<file path="config.mk">
export PLATFORM = sky130hd
export DESIGN_NAME = rforest_vote_accumulator
export DESIGN_NICKNAME = d
export VERILOG_FILES = /design/src/rtl/rforest_pkg.sv /design/src/rtl/rforest_class_counter.sv /design/src/rtl/rforest_vote_accumulator.sv
export SDC_FILE = /design/constraint.sdc
export NUM_CORES = 1
export LEC_CHECK = 0
export BUFFER_PORTS_ARGS = -buffer_cell sky130_fd_sc_hd__buf_4
export CAP_MARGIN = 20
export CORE_ASPECT_RATIO = 1.4
export CORE_MARGIN = 8
export CORE_UTILIZATION = 55
export DETAILED_ROUTE_END_ITERATION = 8
export HOLD_SLACK_MARGIN = 0.08
export PLACE_DENSITY_LB_ADDON = 0.1
export SYNTH_ARGS = -nofsm -noshare
export SYNTH_HDL_FRONTEND = slang
export SYNTH_SLANG_ARGS = --single-unit
export TNS_END_PERCENT = 20
</file>
<file path="constraint.sdc">
create_clock -name clk -period 13 [get_ports clk]
set_input_delay 0.65 -clock clk [delete_from_list [all_inputs] [get_ports clk]]
set_output_delay 0.65 -clock clk [all_outputs]
set_load 0.03 [all_outputs]
</file>
<file path="src/rtl/rforest_pkg.sv">
// Shared forest-voting types and defaults: FSM state encoding, default class
// geometry used by the tree engines, and the saturating counter step.
package rforest_pkg;

    typedef enum logic [1:0] {
        ACCUM = 2'd0,
        SCAN  = 2'd1,
        HOLD  = 2'd2
    } state_t;

    localparam int DEF_N_CLASSES = 32;
    localparam int DEF_CLASS_W   = 5;
    localparam int DEF_MAX_VOTES = 255;

    function automatic int unsigned sat_inc(input int unsigned cnt, input int unsigned max_votes);
        return (cnt >= max_votes) ? cnt : cnt + 1;
    endfunction

endpackage

</file>
<file path="src/rtl/rforest_class_counter.sv">
// Per-class vote counter array: saturating increment by index, synchronous
// clear of the whole array, and a combinational indexed read port.
module rforest_class_counter
    import rforest_pkg::*;
#(
    parameter int N_CLASSES = DEF_N_CLASSES,
    parameter int CLASS_W   = DEF_CLASS_W,
    parameter int MAX_VOTES = DEF_MAX_VOTES,
    parameter int CNT_W     = $clog2(MAX_VOTES + 1)
) (
    input  logic               clk,
    input  logic               rst_n,
    input  logic               inc_en,
    input  logic [CLASS_W-1:0] inc_idx,
    input  logic               clr,
    input  logic [CLASS_W-1:0] rd_idx,
    output logic [CNT_W-1:0]   rd_cnt
);

    logic [CNT_W-1:0] cnt [N_CLASSES];

    always_ff @(posedge clk or negedge rst_n) begin
        if (!rst_n) begin
            for (int i = 0; i < N_CLASSES; i++) cnt[i] <= '0;
        end else if (clr) begin
            for (int i = 0; i < N_CLASSES; i++) cnt[i] <= '0;
        end else if (inc_en) begin
            for (int i = 0; i < N_CLASSES; i++) begin
                if (inc_idx == CLASS_W'(i))
                    cnt[i] <= CNT_W'(sat_inc(32'(cnt[i]), MAX_VOTES));
            end
        end
    end

    always_comb begin
        rd_cnt = '0;
        for (int i = 0; i < N_CLASSES; i++) begin
            if (rd_idx == CLASS_W'(i)) rd_cnt = cnt[i];
        end
    end

endmodule

</file>
<file path="src/rtl/rforest_vote_accumulator.sv">
// Streaming forest vote accumulator: counts per-class votes over a frame, then
// scans the counters one class per cycle and holds the argmax result for the sink.
module rforest_vote_accumulator
    import rforest_pkg::*;
#(
    parameter int N_CLASSES = DEF_N_CLASSES,
    parameter int CLASS_W   = DEF_CLASS_W,
    parameter int MAX_VOTES = DEF_MAX_VOTES,
    localparam int CNT_W    = $clog2(MAX_VOTES + 1)
) (
    input  logic               clk,
    input  logic               rst_n,
    input  logic               vote_valid,
    output logic               vote_ready,
    input  logic [CLASS_W-1:0] vote_class,
    input  logic               vote_last,
    output logic               res_valid,
    input  logic               res_ready,
    output logic [CLASS_W-1:0] res_class,
    output logic [CNT_W-1:0]   res_count,
    output logic               res_tie,
    output logic               res_err,
    output logic               busy
);

    state_t             state, state_nxt;
    logic [CLASS_W-1:0] idx;
    logic [CLASS_W-1:0] best_cls;
    logic [CNT_W-1:0]   best_cnt;
    logic               tie;
    logic               err;
    logic [CNT_W-1:0]   rd_cnt;
    logic               accept;
    logic               in_range;
    logic               scan_done;
    logic               release_res;

    assign accept      = vote_valid && vote_ready;
    assign in_range    = {1'b0, vote_class} < (CLASS_W + 1)'(N_CLASSES);
    assign scan_done   = (idx == CLASS_W'(N_CLASSES - 1));
    assign release_res = (state == HOLD) && res_ready;

    rforest_class_counter #(
        .N_CLASSES (N_CLASSES),
        .CLASS_W   (CLASS_W),
        .MAX_VOTES (MAX_VOTES),
        .CNT_W     (CNT_W)
    ) u_counter (
        .clk     (clk),
        .rst_n   (rst_n),
        .inc_en  (accept && in_range),
        .inc_idx (vote_class),
        .clr     (release_res),
        .rd_idx  (idx),
        .rd_cnt  (rd_cnt)
    );

    always_ff @(posedge clk or negedge rst_n) begin
        if (!rst_n) state <= ACCUM;
        else        state <= state_nxt;
    end

    always_comb begin
        state_nxt = state;
        case (state)
            ACCUM:   if (accept && vote_last) state_nxt = SCAN;
            SCAN:    if (scan_done)           state_nxt = HOLD;
            HOLD:    if (res_ready)           state_nxt = ACCUM;
            default:                          state_nxt = ACCUM;
        endcase
    end

    // Argmax scan: strict '>' keeps the lowest index on equal counts.
    always_ff @(posedge clk or negedge rst_n) begin
        if (!rst_n) begin
            idx      <= '0;
            best_cls <= '0;
            best_cnt <= '0;
            tie      <= 1'b0;
            err      <= 1'b0;
        end else begin
            case (state)
                ACCUM: begin
                    if (accept) begin
                        if (!in_range) err <= 1'b1;
                        if (vote_last) begin
                            idx      <= '0;
                            best_cls <= '0;
                            best_cnt <= '0;
                            tie      <= 1'b0;
                        end
                    end
                end
                SCAN: begin
                    if ((rd_cnt > best_cnt) || (idx == '0)) begin
                        best_cls <= idx;
                        best_cnt <= rd_cnt;
                        tie      <= 1'b0;
                    end else if (rd_cnt == best_cnt) begin
                        tie <= 1'b1;
                    end
                    idx <= idx + 1'b1;
                end
                HOLD: begin
                    if (res_ready) err <= 1'b0;
                end
                default: ;
            endcase
        end
    end

    assign vote_ready = (state == ACCUM);
    assign res_valid  = (state == HOLD);
    assign busy       = (state != ACCUM);
    assign res_class  = best_cls;
    assign res_count  = best_cnt;
    assign res_tie    = tie;
    assign res_err    = err;

endmodule

</file>
Word-level counts from Yosys, hierarchy flattened. Cells that the tools add are included.

Add/sub/neg operators: 33. $lt $le $gt $ge: 33. Equal/unequal tests: 104. Mux-type cells: 116. Reduce and logical (&&, ||, !) cells: 78.

Operator list (number): $mux 8 (99); $mux 256 (2); $add 8x1->8 const B (32); $ge 8x8->1 const B (32); $eq 5x5->1 const B (32); $reduce_and 3->1 (34); $eq 5x4->1 const B (16); $reduce_bool 2->1 (35); $ne 2x2->1 const B (34); $eq 5x3->1 const B (8); $eq 5x2->1 const B (4); $pmux 5 s2 (2); $pmux 8 s2 (1); $mux 5 (3); $eq 5x1->1 const B (2); $logic_not 5->1 (2); $eq 8x8->1 (1); $gt 8x8->1 (1); $ne 2x1->1 const B (4); $reduce_and 4->1 (2); $mux 2 (3); $pmux 2 s3 (1); $add 5x1->5 const B (1); $mux 1 (4); other kinds (7) (9).

Bits in registers: 277. Input port bits: 10. Output and inout bits: 18. Logic and storage cells: 401.

Depth between registers and ports, before layout. Gate-level depths: netlist of run 1.

Depth in word-level cells: 37. Mapped depth: 22. Mapped depth without buffers: 18.

Cells and area by module. A second synthesis of run 1 with hierarchy kept.

Cell total of the unflattened synthesis: 1815. Area, all modules: 16901.2 µm².

Modules (own cells, without submodules): rforest_class_counter (instances 1, cells each 1695, area an instance 15667.5 µm², seq. area each 6406.1 µm²); rforest_vote_accumulator (instances 1, cells each 120, area an instance 1233.7 µm², seq. area each 525.5 µm²).

Worst setup path before layout of run 1. No wires, ideal clock.

Kind: register to register. From: register idx[0]. To: register best_cnt[7], in the netlist res_count[7]. Library setup time: 0.087 ns. Data arrival time: 4.443 ns. Path slack: 8.471 ns. Stages on the path, launching flop included: 23. Buffers on the path: 5. Clock period less this slack: 4.529 ns. Cells stage by stage: dfrtp_1 -> ha_1 -> buf_2 -> clkbuf_1 -> clkbuf_1 -> and3_1 -> ha_1 -> clkbuf_1 -> nand2b_1 -> a22oi_1 -> o22ai_1 -> nand2_1 -> a211oi_1 -> o21ai_1 -> a21boi_1 -> ha_1 -> nand4_1 -> or2_2 -> or3b_2 -> o311ai_1 -> clkbuf_1 -> nand2_1 -> o211ai_1.

Word-level cells in the longest chain between the ends: 37. Elaborated cells on any way between the ends: 70. Those cells by class: order compare: 1; eq/ne: 32; mux: 34; reduce/logical: 3.

RTL lines: from (decl) (RTL line rforest_vote_accumulator.sv:27) `logic [CLASS_W-1:0] idx;`; from (signal assigned) (RTL line rforest_vote_accumulator.sv:102) `idx <= idx + 1'b1;`; $logic_not 5->1 (RTL line rforest_class_counter.sv:38, rforest_vote_accumulator.sv:95); $mux 8 (32 in a row) (RTL line rforest_class_counter.sv:38) `if (rd_idx == CLASS_W'(i)) rd_cnt = cnt[i];`; $gt 8x8->1 (RTL line rforest_vote_accumulator.sv:95) `if ((rd_cnt > best_cnt) || (idx == '0)) begin`; $logic_or 1x1->1 (RTL line rforest_vote_accumulator.sv:95); $ne 2x2->1 (no source line); $reduce_and 4->1 (no source line); to (signal assigned) (RTL line rforest_vote_accumulator.sv:97) `best_cnt <= rd_cnt;`; to (decl) (RTL line rforest_vote_accumulator.sv:29) `logic [CNT_W-1:0] best_cnt;`.

Several ways; a longest one is shown, not always the timed one. The select of a mux whose other input is x is not followed. A chain may end at the register's enable or synchronous reset.

Worst setup path after layout of run 1.
From: register idx[2]. To: register best_cnt[3], in the netlist res_count[3].

Same word-level chain as after synthesis.

==> metrics.md, run 1 <==
| Metric | Value |
|---|---|
| I/O Buffers | 26 |
| Power per standard cell area | about 170 nW/um^2 |
| Die X | approximately 170 um |
| Core area | slightly above 30000 sq um |
| Net count after synthesis | about 2000 |
| Kind of critical path | register to register |
| Setup crit start kind | register |
| Final cycle utilization of the critical path | 0.421 |
| Worst path bufs/invs | 3 |
| Max Clock Freq | roughly 180 MHz |
| Pin count of the biggest net entering global routing | 94 |
| Max incr delay on CP | 0.69 ns |
| RSZ-0062 raised after global routing | false |
| CP endpoint kind | register |
| Hpwl dp | 38.8 mm |
| Instance count on the critical path | 18 |
| Synth async-reset ratio | 1.00 |
| EDFF count, synth | 0 |
| Setup TNS | 0 ns |
| FP Rows | 76 |
| Via/cell ratio | about 6.3 |
| Drt wl/cell | around 23 um |
| CTS root buf | clkbuf_16 |
| Overall Global Routing Usage | 0.285 |
| TritonCTS buffer count | 29 |
| Worst Skew | between 0.01 and 0.015 ns |
| Hold crit path type | input port to asynchronous set/reset pin |
| Post-CTS Hold Buffers | 0 |
| GRT overflow | 0 |
| Worst Path Arrival | 5.96 ns |
| Mapped Cells | 1960 |
| Routed wire length | 53.1 mm |
| Ant diodes | 0 |
| # IOs | 28 |
| Family with the most delay on the worst path | compound AO/OA/AOI/OAI gates |
| Share of cells above drive strength 1 | 0.0668 |
| Ys flop type | dfrtp_1 |
| CP required | 13.49 ns |
| Reg2reg start | idx[2] |
| Metal3 WL | between 1.5 and 2 mm |
| CP cell instances | buf_4, and3_1, ha_1, inv_1, o21ai_0, a31oi_1, a21oi_1, a211oi_1, a211oi_1, o21ai_0, ha_1, nand4_1, or2_2, or3b_2, o311ai_2, buf_4, a22oi_1, a21oi_1 |
| Area Overhead vs Synth | 7.40% |
| Most frequent cells in the layout | 357 x nor2_1, 274 x dfrtp_1, 166 x nand2_1, 117 x xor2_1, 93 x xnor2_1 |
| Unique cell type count in the Yosys netlist | 88 |
| Top Metal Used | met4 |
| Remaining DRCs | 0 |
| Clock Tree Buf Depth | 3 |
| Status | finished, final reports clean |
| Commonest non-fill, non-tap cell in the layout | nor2_1 |
| Leakage power figure | 0.00825 uW |
| Max-slew headroom | 0.250 |
| CTS tree | yes |
| CTS resizes | 0 |
| Hold Vio Cnt, Final | 0 |
| Clock H-tree levels | 1 |
| Fin. max-slew vios | 0 |
| Clock Pin Slew Worst Setup and Hold Paths | roughly 0.060 ns |
| First-pass GRT wire length | about 82 mm |
| VDD IR max | approximately 140 uV |
| Avg Inst Size Synth | between 8 and 9 sq um |
| Initial DRT Pass Iterations | 5 |
| RR Endpoint | res_count[3] |
| Worst path slowest cell | dfrtp_2 |
| Total power | approximately 3200 uW |
| Post-layout net count | 1982 |
| Antenna violation net count after detailed routing | 0 |
| CP startpoint | idx[2] |
| # Max-Cap Violations | 0 |
| Skew-Pair Late Insertion Delay | roughly 0.57 ns |
| Synthesized flop and latch total | between 200 and 300 |
| Final min period | approximately 5.5 ns |
| Register-to-register setup slack | about 7.5 ns |
| Routability congestion estimate from global placement | 1.00 |
| Worst-margin pin slew | around 1.1 ns |
| Critical Path Sink | res_count[3] |
| # fillers | approximately 2800 |
| Mapped cell area | around 17000 sq um |
| Worst Path Max Fanout | 49 |
| Register area share after synthesis | 0.403 |
| Initial antenna violation count | 0 |
| Initial Util | 0.558 |
| Die height | about 230 um |
| CTS sink cnt | between 200 and 300 |
| Worst Reg-to-Reg Cells | 18 |
| Yosys Warn Count | 0 |
| Detailed router's first-iteration violation count | 1261 |
| Met1 Routed Length | around 20 mm |
| Met2 wire length | approximately 27 mm |
| Die area | around 37000 sq um |
| Post-CTS Setup Inserts | 0 |
| Setup Viol. Count Final | 0 |
| Via Count | around 15000 |
| Vias in the first global route | 14500 |
power by group:
part / leakage (uW) / total (uW) / switching [uW] / internal, uW
registers: 0.00380 / 1060 / 129 / 931
logic: 0.00400 / 1280 / 815 / 467
clock network: 0.000444 / 817 / 356 / 461
total: 0.00825 / 3160 / 1300 / 1860
routing by layer:
metal  GRT usage  vias up
met1       0.323     7343
met3      0.0282      148
met2       0.505      414
li1            -     6901
met4       0.172        0
met5           0        -
worst register-to-register path: cells and delay by family, from the launching register on:
kind | cells | cell delay (ns)
buffers and inverters | 3 | 0.98
DFF | 1 | 0.69
and+or+nand+nor | 4 | 1.14
AOI/OAI and AO/OA | 9 | 1.79
adders and majority gates | 2 | 0.80
metrics by stage:
stage	util	area [sq um]	hold WS (ns)	setup slack [ns]	cells
floorplan	-	17200	0.354	8.47	1960
global placement	0.570	17500	0.507	7.65	2285
detailed placement	0.570	17500	0.513	7.64	2285
CTS	0.599	18500	0.0951	7.60	2335
global route	0.599	18500	0.131	7.25	2335
finish	0.599	18500	0.0751	7.53	2335
layout make-up:
class	count	area (sq um)	area share
clock buffer	37	776	0.0420
clock inverter	13	135	0.00732
inverter	38	143	0.00773
multi-input combinational	1536	9650	0.523
sequential	277	6940	0.376
tap	390	488	0.0264
timing repair buffer	44	338	0.0183
synth_stat cells (7+ instances only):
cell type,n,area [sq um]
nor2_1,357,1340
dfrtp_1,277,6930
nand2_1,166,623
xor2_1,117,1020
xnor2_1,93,815
a21oi_1,88,440
nand4_1,70,438
clkbuf_1,65,244
o21ai_0,62,310
nand3_1,61,305
ha_1,46,576
and3_1,42,263
nor3_1,41,205
inv_1,38,143
mux2i_1,32,320
o2111ai_1,31,272
buf_2,29,145
nor2b_1,20,125
o22ai_1,19,119
o211ai_1,18,135
or3_1,17,106
nand3b_1,14,105
a211oi_1,13,97.6
and4b_1,13,130
nand2b_1,13,81.3
a22oi_1,12,90.1
o31ai_1,11,82.6
nor3_2,10,100
a21o_1,9,67.6
a22o_1,9,78.8
o221ai_1,9,78.8
nand4b_1,8,70.1
a221oi_1,7,61.3
a31oi_1,7,43.8
buf_1,7,26.3
o21a_1,7,52.6
or2_2,7,43.8
cell families after synthesis:
kind of cell / count (synthesis) / synth area share
xor+xnor: 210 / 0.107
mux: 33 / 0.0193
simple gates: 889 / 0.257
other cells: 1 / 0.000218
compound gates: 357 / 0.144
buf+inv: 147 / 0.0364
flops: 277 / 0.403
fa+ha+maj: 46 / 0.0335
how the worst min path moves through the flow:
stage               slack, ns           endpoint    startpoint  depth (start not counted)
floorplan                0.35             idx[0]         rst_n                          0
global placement         0.51       res_class[4]  res_class[4]                          2
detailed placement       0.51       res_class[4]  res_class[4]                          2
CTS                       0.1  u_counter.cnt[35]         rst_n                          1
global route             0.13  u_counter.cnt[26]         rst_n                          1
finish                   0.08  u_counter.cnt[35]         rst_n                          1
registers in the layout, indices dropped and copies added, names as in the netlist:
signal         cells
res_class          5
res_tie            1
state              2
u_counter.cnt    256
res_count          8
idx                5
No activity file was read; power rests on OpenSTA's default activity.
==> run 2, diff against run 1 <==
- clock period: 13 -> 4.6 ns (I/O delays scaled with it)
==> metrics.md, run 2 (synthesized netlist as in run 1, its figures left out) <==
| Metric | Value |
|---|---|
| Status | finished, final reports clean (unchanged) |
| Initial antenna violation count | 0 (unchanged) |
| Initial DRT Pass Iterations | 5 (unchanged) |
| CP required | 5.07 ns (was 13.49 ns) |
| Leakage power figure | 0.00872 uW (was 0.00825 uW) |
| Multi-input gate area | 9800 sq um (was 9650 sq um) |
| Clock Tree Buf Depth | 3 (unchanged) |
| TritonCTS buffer count | 30 (was 29) |
| Initial Util | 0.558 (unchanged) |
| Worst path slowest cell | dfrtp_2 (unchanged) |
| CTS root buf | clkbuf_16 (unchanged) |
| Largest Register | u_counter.cnt (unchanged) |
| Die area | 37200 sq um (unchanged) |
| FP Rows | 76 (unchanged) |
| Pin count of the biggest net entering global routing | 103 (was 94) |
| Fin. max-slew vios | 0 (unchanged) |
| Max incr delay on CP | 0.57 ns (was 0.69 ns) |
| Commonest non-fill, non-tap cell in the layout | nor2_1 (unchanged) |
| Most frequent cells in the layout | 357 x nor2_1, 273 x dfrtp_1, 166 x nand2_1, 117 x xor2_1, 111 x buf_4 (was 357 x nor2_1, 274 x dfrtp_1, 166 x nand2_1, 117 x xor2_1, 93 x xnor2_1) |
| CP cell instances | buf_4, or3b_1, buf_4, o21ai_0, o221a_2, nand3_1, a211oi_2, a211oi_2, o21ai_0, ha_1, nand4_1, or2_2, or3b_2, o311ai_4, buf_4, a32oi_1, o31ai_1 (was buf_4, and3_1, ha_1, inv_1, o21ai_0, a31oi_1, a21oi_1, a211oi_1, a211oi_1, o21ai_0, ha_1, nand4_1, or2_2, or3b_2, o311ai_2, buf_4, a22oi_1, a21oi_1) |
| # IOs | 28 (unchanged) |
| Remaining DRCs | 0 (unchanged) |
| Worst Skew | 0.0139 ns (was 0.0101 ns) |
| Sequential cell area | 6940 sq um (about the same) |
| Max Clock Freq | 225 MHz (was 183 MHz) |
| Via/cell ratio | 6.27 (was 6.34) |
| Max-slew headroom | 0.266 (was 0.250) |
| Worst-margin pin slew | 1.09 ns (was 1.11 ns) |
| Design area | 19400 sq um (was 18500 sq um) |
| GRT overflow | 0 (unchanged) |
| Via Count | 15200 (was 14800) |
| Hpwl dp | 41.1 mm (was 38.8 mm) |
| Skew-Pair Late Insertion Delay | 0.57 ns (about the same) |
| Total power | 9710 uW (was 3160 uW) |
| Kind of critical path | register to register (unchanged) |
| Clock H-tree levels | 1 (unchanged) |
| Drt wl/cell | 22.8 um (was 22.7 um) |
| Clock Pin Slew Worst Setup and Hold Paths | 0.06 ns (about the same) |
| CTS sink cnt | 277 (unchanged) |
| I/O Buffers | 26 (unchanged) |
| DP Area | 18200 sq um (was 17500 sq um) |
| Post-layout net count | 2064 (was 1982) |
| # fillers | 2685 (was 2750) |
| CP endpoint kind | register (unchanged) |
| Area Overhead vs Synth | 12.6% (was 7.40%) |
| Routed wire length | 55.0 mm (was 53.1 mm) |
| Worst Path Arrival | 4.91 ns (was 5.96 ns) |
| Detailed router's first-iteration violation count | 1338 (was 1261) |
| Setup Viol. Count Final | 0 (unchanged) |
| Worst path most repeated cell | buf_4 |
| # Max-Cap Violations | 0 (unchanged) |
| Final cycle utilization of the critical path | 0.966 (was 0.421) |
| Die X | 165 um (unchanged) |
| Routability congestion estimate from global placement | 1.00 (about the same) |
| Antenna violation net count after detailed routing | 0 (unchanged) |
| Hold Vio Cnt, Final | 0 (unchanged) |
| Vias in the first global route | 15100 (was 14500) |
| Setup crit start kind | register (unchanged) |
| End-of-flow core utilization | 0.628 (was 0.599) |
| Final min period | 4.44 ns (was 5.47 ns) |
| Setup TNS | 0 ns (unchanged) |
| Worst Path Max Fanout | 14 (was 49) |
| Overall Global Routing Usage | 0.296 (was 0.285) |
| Share of cells above drive strength 1 | 0.112 (was 0.0668) |
| Ant diodes | 0 (unchanged) |
| VDD IR max | 337 uV (was 136 uV) |
| First-pass GRT wire length | 85.4 mm (was 82.4 mm) |
| Die height | 225 um (unchanged) |
| Core area | 30800 sq um (unchanged) |
| CTS tree | yes (unchanged) |
| Max reg flops | 256 (unchanged) |
| Power per standard cell area | 502 nW/um^2 (was 171 nW/um^2) |
| Hold crit path type | input port to asynchronous set/reset pin (unchanged) |
| Register-to-register setup slack | 0.16 ns (was 7.53 ns) |
-- run 2: cell count changes in the layout (fill, tap and decap cells not counted), moves of 4 or more --
cell,previous run,this run
buf_12,0,8
dlygate4sd3_1,0,4
buf_4,43,111
a211oi_2,1,6
a211oi_1,13,8
-- run 2: power by group --
| group | total [uW] | switching (uW) | internal [uW] | leakage [uW] |
|---|---|---|---|---|
| clock | 2310 | 1010 | 1290 | 0.000454 |
| sequential | 2980 | 346 | 2640 | 0.00380 |
| combinational | 4420 | 2530 | 1890 | 0.00446 |
| total | 9710 | 3890 | 5820 | 0.00872 |
-- run 2: worst max-delay path: cells and delay by family, from the launching register on --
kind | cells | cell delay, ns
AND/OR/NAND/NOR | 5 | 1.59
adder cells (fa/ha/maj) | 1 | 0.16
AO/OA/AOI/OAI | 8 | 1.36
flip-flops | 1 | 0.57
buffers and inverters | 3 | 0.66
-- run 2: final timing paths --
check / end / start / depth (start not counted)
worst max-delay path: res_count[2] / idx[2] / 17
worst min-delay path: u_counter.cnt[14] / rst_n / 2
worst max register to register: res_count[2] / idx[2] / 17
worst min register to register: res_tie / res_tie / 1
max in group asynchronous: u_counter.cnt[136] / rst_n / 3
min in group clk: idx[3] / vote_valid / 4
-- run 2: repair_timing --
action | in CTS | in global routing
pin swaps | 0 | 3
hold endpoints to repair | 101 | 0
endpoints found under the setup margin | 12 | 14
hold buffers | 4 | 0
gates resized for setup | 3 | 31
setup buffers | 0 | 1
-- run 2: per-stage QoR --
| stage | setup slack [ns] | hold WS [ns] | std cells |
|---|---|---|---|
| global route | -0.00219 | 0.366 | 2418 |
| global placement | -0.0206 | 0.326 | 2361 |
| CTS | 0.00524 | 0.322 | 2417 |
| finish | 0.156 | 0.300 | 2418 |
| floorplan | 0.0707 | -0.0656 | 1960 |
| detailed placement | -0.0652 | 0.333 | 2361 |
-- run 2: layout make-up --
cell class,instances,share of cell area
multi-input cells,1536,0.506
flip-flops and latches,277,0.359
repair buffers,125,0.0548
clock buffers,41,0.0441
well taps,390,0.0252
inverters,38,0.00737
clock inverters,11,0.00369
-- run 2: routing by layer --
layer | part of all wire | global-route usage | vias to the layer above
met3 | 0.045 | 0.0373 | 180
met5 | 0 | 0 | -
met1 | 0.37 | 0.330 | 7402
li1 | - | - | 7076
met4 | 0.073 | 0.189 | 0
met2 | 0.51 | 0.520 | 494
